<file path="config.mk">
export PLATFORM = sky130hd
export DESIGN_NAME = pio_out_pulse
export DESIGN_NICKNAME = d
export VERILOG_FILES = /design/src/rtl/pio_out_pulse.sv
export SDC_FILE = /design/constraint.sdc
export NUM_CORES = 1
export LEC_CHECK = 0
export BUFFER_PORTS_ARGS = -buffer_cell sky130_fd_sc_hd__buf_4
export CORE_ASPECT_RATIO = 1.2
export CORE_MARGIN = 1.5
export CORE_UTILIZATION = 40
export CTS_CLUSTER_SIZE = 12
export DETAILED_ROUTE_END_ITERATION = 8
export GPL_TIMING_DRIVEN = 0
export PLACE_DENSITY = 0.65
export SKIP_LAST_GASP = 1
export SLEW_MARGIN = 20
export SYNTH_ARGS = -nofsm -noshare
export SYNTH_HDL_FRONTEND = slang
export SYNTH_SLANG_ARGS = --single-unit
</file>
<file path="constraint.sdc">
create_clock -name clk -period 2 [get_ports clk]
set_input_delay 0.1 -clock clk [delete_from_list [all_inputs] [get_ports clk]]
set_output_delay 0.1 -clock clk [all_outputs]
set_load 0.1 [all_outputs]
</file>
<file path="src/rtl/pio_out_pulse.sv">
// Avalon-MM output PIO driving out_port from a data register, with atomic
// set/clear and a one-shot pulse engine that raises a maskable completion irq.
module pio_out_pulse #(
  parameter int WIDTH = 10,
  parameter int CNT_W = 16
) (
  input  logic             clk,
  input  logic             reset,
  input  logic [2:0]       address,
  input  logic             chipselect,
  input  logic             write_n,
  input  logic [31:0]      writedata,
  output logic [31:0]      readdata,
  output logic             irq,
  output logic [WIDTH-1:0] out_port
);

  typedef enum logic [2:0] {
    A_DATA       = 3'd0,
    A_PULSE_LEN  = 3'd1,
    A_PULSE_TRIG = 3'd2,
    A_STATUS     = 3'd3,
    A_OUTSET     = 3'd4,
    A_OUTCLEAR   = 3'd5,
    A_IRQ_EN     = 3'd6,
    A_RSVD       = 3'd7
  } reg_addr_t;

  typedef enum logic {
    IDLE,
    ACTIVE
  } state_t;

  localparam logic [CNT_W-1:0] CNT_ONE = CNT_W'(1);

  logic [WIDTH-1:0] data_reg;
  logic [CNT_W-1:0] pulse_len;
  logic [CNT_W-1:0] cnt;
  logic [WIDTH-1:0] pulse_active;
  logic             done;
  logic             irq_en;

  reg_addr_t        addr;
  state_t           state;
  logic             wr;
  logic [WIDTH-1:0] trig_mask;
  logic             trig_accept;
  logic             busy;

  logic [CNT_W-1:0] cnt_next;
  logic [WIDTH-1:0] active_next;
  logic             done_set;
  logic [31:0]      rd_mux;

  // Upper writedata bits are only meaningful for some registers.
  logic             unused_wdata;
  assign unused_wdata = ^writedata;

  assign addr        = reg_addr_t'(address);
  assign wr          = chipselect && !write_n;
  assign trig_mask   = writedata[WIDTH-1:0];
  assign trig_accept = wr && (addr == A_PULSE_TRIG) && (|trig_mask) && (|pulse_len);
  assign busy        = |pulse_active;
  assign state       = (cnt != '0) ? ACTIVE : IDLE;

  assign out_port = data_reg | pulse_active;
  assign irq      = done & irq_en;

  // NOTE: every output of this block gets a default first, so no path can
  // leave a value unassigned and infer a latch.
  always_comb begin
    cnt_next    = cnt;
    active_next = pulse_active;
    done_set    = 1'b0;
    case (state)
      IDLE: begin
        if (trig_accept) begin
          active_next = pulse_active | trig_mask;
          cnt_next    = pulse_len;
        end
      end
      ACTIVE: begin
        // A retrigger reloads the count, so completion fires once for all bits.
        if (trig_accept) begin
          active_next = pulse_active | trig_mask;
          cnt_next    = pulse_len;
        end else if (cnt == CNT_ONE) begin
          active_next = '0;
          cnt_next    = '0;
          done_set    = 1'b1;
        end else begin
          cnt_next = cnt - CNT_ONE;
        end
      end
      default: ;
    endcase
  end

  always_comb begin
    rd_mux = '0;
    case (addr)
      A_DATA:       rd_mux[WIDTH-1:0] = data_reg;
      A_PULSE_LEN:  rd_mux[CNT_W-1:0] = pulse_len;
      A_PULSE_TRIG: rd_mux[WIDTH-1:0] = pulse_active;
      A_STATUS:     rd_mux[1:0]       = {done, busy};
      A_IRQ_EN:     rd_mux[0]         = irq_en;
      default:      ;
    endcase
  end

  // NOTE: state registers use non-blocking assignments so every register
  // samples pre-edge values regardless of statement order.
  always_ff @(posedge clk) begin
    if (reset) begin
      data_reg     <= '0;
      pulse_len    <= '0;
      cnt          <= '0;
      pulse_active <= '0;
      done         <= 1'b0;
      irq_en       <= 1'b0;
      readdata     <= '0;
    end else begin
      cnt          <= cnt_next;
      pulse_active <= active_next;
      readdata     <= rd_mux;

      // Completion beats a simultaneous clear-done write.
      if (done_set) begin
        done <= 1'b1;
      end else if (wr && (addr == A_STATUS) && writedata[1]) begin
        done <= 1'b0;
      end

      if (wr) begin
        case (addr)
          A_DATA:      data_reg  <= writedata[WIDTH-1:0];
          A_PULSE_LEN: pulse_len <= writedata[CNT_W-1:0];
          A_OUTSET:    data_reg  <= data_reg | writedata[WIDTH-1:0];
          A_OUTCLEAR:  data_reg  <= data_reg & ~writedata[WIDTH-1:0];
          A_IRQ_EN:    irq_en    <= writedata[0];
          default:     ;
        endcase
      end
    end
  end

endmodule

</file>
==> flow_summary.rst <==
.. list-table::
   :header-rows: 1

   * - Metric
     - Value
   * - Number of non-filler instances in the completed layout
     - between 500 and 600
   * - Cell count of the worst reg-to-reg path
     - 6
   * - Final number of hold-violating endpoints
     - 0
   * - Commonest register cell after synthesis
     - dfxtp_1
   * - Die area
     - 8710 um^2
   * - GR Util met3
     - 0.0468
   * - Register area
     - between 1000 and 1500 um^2
   * - Clock insertion delay at the later pin of the skew report
     - about 0.35 ns
   * - Synth area leaders
     - dfxtp_1 (43%), a21oi_1 (7.2%), nand2_1 (6.4%)
   * - Min-delay worst type
     - in -> reg
   * - Routing usage on met2
     - 0.372
   * - Highest-utilization routing layer at the global route stage
     - met2
   * - FF-to-FF Start
     - pulse_len[14]
   * - Met1 capacity usage during global routing
     - 0.257
   * - Max-cap violations
     - 0
   * - TritonCTS clock tree
     - done
   * - Area inside the core boundary
     - about 8000 um^2
   * - Violated checks
     - design-rule violations
   * - Required time at the endpoint of the critical path
     - ~2.3 ns
   * - End of the worst hold path
     - readdata[0]
   * - CTS sink count
     - 70
   * - FMAX
     - a little over 0.5 GHz
   * - Crit path largest cell delay
     - a little over 0.6 ns
   * - Area growth, synth to finish
     - 31.4%
   * - Sum of net half-perimeters after detailed placement
     - between 6000 and 7000 um
   * - Cell chosen for the clock root
     - clkbuf_8
   * - Signal arrival time at the worst endpoint
     - around 2.2 ns
   * - Maximum fanout along the worst path
     - 5
   * - Mean area per synthesized cell
     - ~8 um^2
   * - Post-route minimum period
     - a little under 2 ns
   * - Cell Area, Synth
     - about 3300 um^2
   * - Result of the run
     - finished, violations left
   * - Slowest cell on the critical path
     - or4b_2
   * - Chip Height
     - just over 100 um
   * - Worst Min Path Start
     - address[2]
   * - Final routed DRC violation total
     - 1
   * - Slew Limit Fails
     - 0
   * - Count of final setup violators
     - 0
   * - Post-route cell area
     - roughly 4300 um^2
   * - Sequential-to-total area share from yosys stat
     - 0.430
   * - Total I/O pin count
     - 82
   * - VDD IR max
     - ~0.00051 V
   * - Type of element launching the critical path
     - flop
   * - Cell count after synthesis
     - 404
   * - Number of flops mapped to enable cells by yosys
     - 0
   * - Share of layout cells above drive strength 1
     - 0.272
   * - Cell count of the worst hold path
     - 2
   * - Post-synthesis register bit count
     - 70
   * - Final GP Congestion
     - 0.825
   * - First drt pass iteration count
     - 6
   * - Crit-path cells
     - nor4_4, nand4_1, and3_1, buf_6, or4b_2, nand3_2
   * - Max-Slew Margin vs Limit
     - 0.319
   * - Placed Instances
     - approximately 560
   * - Cell area after placement
     - roughly 3800 um^2
   * - Final Cycle Share
     - 0.972
   * - Die Span X
     - around 85 um
   * - Multi-input gate area in the final layout
     - between 1500 and 2000 um^2
   * - Layout fillers
     - between 700 and 800
   * - RSZ-0062 raised after global routing
     - yes
   * - Reg-to-reg endpoint
     - cnt[1]
   * - Final worst hold slack
     - between 0.02 and 0.025 ns
   * - Total Negative Setup Slacks
     - 0 ns
   * - Distinct cells, synth
     - between 40 and 50
   * - Global-route wire length before repair
     - ~15000 um
   * - Endpoint type of the worst setup path
     - flop
   * - Clock buffers created by TritonCTS
     - 9
   * - Site row count
     - 35
   * - Area fraction of the dominant cell type after synthesis
     - 0.430
   * - Critical setup path kind
     - reg -> reg
   * - Number of buffer cells added on primary ports
     - between 40 and 50
   * - Wirelength, routed
     - between 9000 and 10000 um
   * - Antenna violations before repair
     - 0
   * - Largest area contributor in the netlist
     - dfxtp_1
   * - Post-DR wirelength/cell
     - 15.4 um
   * - GRT Util Overall
     - 0.216
   * - Setup Skew
     - 0.00663 ns
   * - Maximum number of pins on one net before global-route repair
     - 13
   * - Antenna-violating nets left
     - 0
   * - Cell area power density
     - roughly 1100 nW/um^2
   * - Initial core utilization
     - 0.418
   * - Count of warnings emitted by yosys
     - 0
   * - Maximum buffer depth of the clock tree
     - 2
   * - Congestion Overflow GR
     - 0
   * - Via count of the first global-routing pass
     - between 2k and 3k
   * - Register clock-pin slew on the reported worst setup and hold paths
     - roughly 0.080 ns
   * - Reg-to-reg setup timing slack
     - ~0.056 ns
   * - Static power due to leakage
     - around 1.8 nW
   * - Biggest registers after layout
     - cnt x16, pulse_len x16, readdata x16
   * - Fraction of registers with async set/reset
     - 0
   * - Avg Vias per Cell
     - 5.28
   * - Cell type group with the largest total delay on the critical path
     - simple AND/OR/NAND/NOR gates
   * - CP Buf/Inv Count
     - 1
   * - Slew @ Worst Pin
     - around 1 ns
   * - Number of levels in the clock H-tree
     - 3
   * - Number of DRC violations after detailed-routing iteration 0
     - roughly 140
   * - Ant. Diodes
     - 0
   * - Total via count in the routed design
     - 3112
   * - Fin nets
     - approximately 530
==> logic make-up (layout without fill, tap and decap cells) <==
kind of cell | Yosys count | in the layout | share of synthesized area
AO/OA/AOI/OAI | 81 | 81 | 0.146
flip-flops | 70 | 70 | 0.430
AND/OR/NAND/NOR | 190 | 190 | 0.288
buffers and inverters | 42 | 120 | 0.0725
XOR/XNOR | 9 | 9 | 0.0242
adder cells (fa/ha/maj) | 2 | 2 | 0.00767
other | 1 | 16 | 0.00115
multiplexers | 9 | 9 | 0.0315
==> placed cells by master, fill, tap and decap left out, types with 3 or more instances in the layout <==
master         netlist  final
clkbuf_8             0     10
nand4_1              3      3
xor2_1               3      3
clkbuf_1            13     13
xnor2_1              6      6
and2_1               8      8
dfxtp_1             70     61
buf_2                6      5
nor3_1               7      6
dfxtp_2              0      7
nand2b_1             4      4
conb_1               1     16
o21ai_0             12     12
dlygate4sd3_1        0      7
or2_2               10     10
nor2_1              50     48
clkinvlp_4           0      3
nor4_4               0      5
mux2i_1              8      8
a21oi_1             47     47
nand3_1             18     17
nand2_1             56     56
buf_4               19     75
a22oi_1             10     10
nor4_1               8      3
nand3b_1             3      3
==> power by group <==
group          leakage, nW  switching, mW  internal (mW)  total, mW
sequential           0.571          0.160           1.51       1.67
combinational         1.09          0.873          0.685       1.56
clock                0.102          0.554          0.736       1.29
==> cell type report <==
type	count	share of cell area
Sequential cell	70	0.331
Tap cell	92	0.0269
Clock buffer	11	0.0330
Clock inverter	5	0.0193
Multi-Input combinational cell	307	0.420
Buffer	39	0.0540
Timing Repair Buffer	63	0.114
Inverter	2	0.00175
==> stage by stage <==
step / total power, mW / util / setup slack, ns
3_5_place_dp: 2.99 / 0.486 / -0.177
4_1_cts: 4.35 / 0.530 / -0.0139
5_1_grt: 4.77 / 0.550 / -0.0240
6_report: 4.52 / 0.550 / 0.0558
2_1_floorplan: 2.72 / - / 0.144
3_3_place_gp: 2.96 / 0.486 / -0.182
==> cell usage after synthesis (4+ instances only) <==
cell      count
or2_2        10
o21ai_0      12
dfxtp_1      70
nor3b_1       4
buf_4        19
xnor2_1       6
nor3_1        7
mux2i_1       8
buf_2         6
nand3_1      18
nor2_1       50
clkbuf_1     13
nand2_1      56
nand2b_1      4
a22oi_1      10
nor4_1        8
a21oi_1      47
and2_1        8
==> timing repair <==
item	CTS	global route
setup endpoints to repair	24	24
pin swaps	1	11
setup buffers	0	9
hold buffers	7	0
gates resized for setup	8	27
hold endpoints to repair	7	0
==> layer usage <==
metal	up-vias	part of all wire
met5	-	0
met4	0	0.022
met3	15	0.059
met2	93	0.52
met1	1454	0.40
li1	1550	-
==> how the worst max path moves through the flow <==
stage                  start  endpoint  slack [ns]  cells after the start
3_3_place_gp          cnt[0]   cnt[12]       -0.18                      7
2_1_floorplan        cnt[11]   cnt[10]        0.14                      5
6_report       pulse_len[14]    cnt[1]        0.06                      6
4_1_cts               cnt[0]    cnt[1]       -0.01                      7
5_1_grt        pulse_len[13]    cnt[1]       -0.02                      6
3_5_place_dp          cnt[0]   cnt[12]       -0.18                      7
No activity file was read; power rests on OpenSTA's default activity.
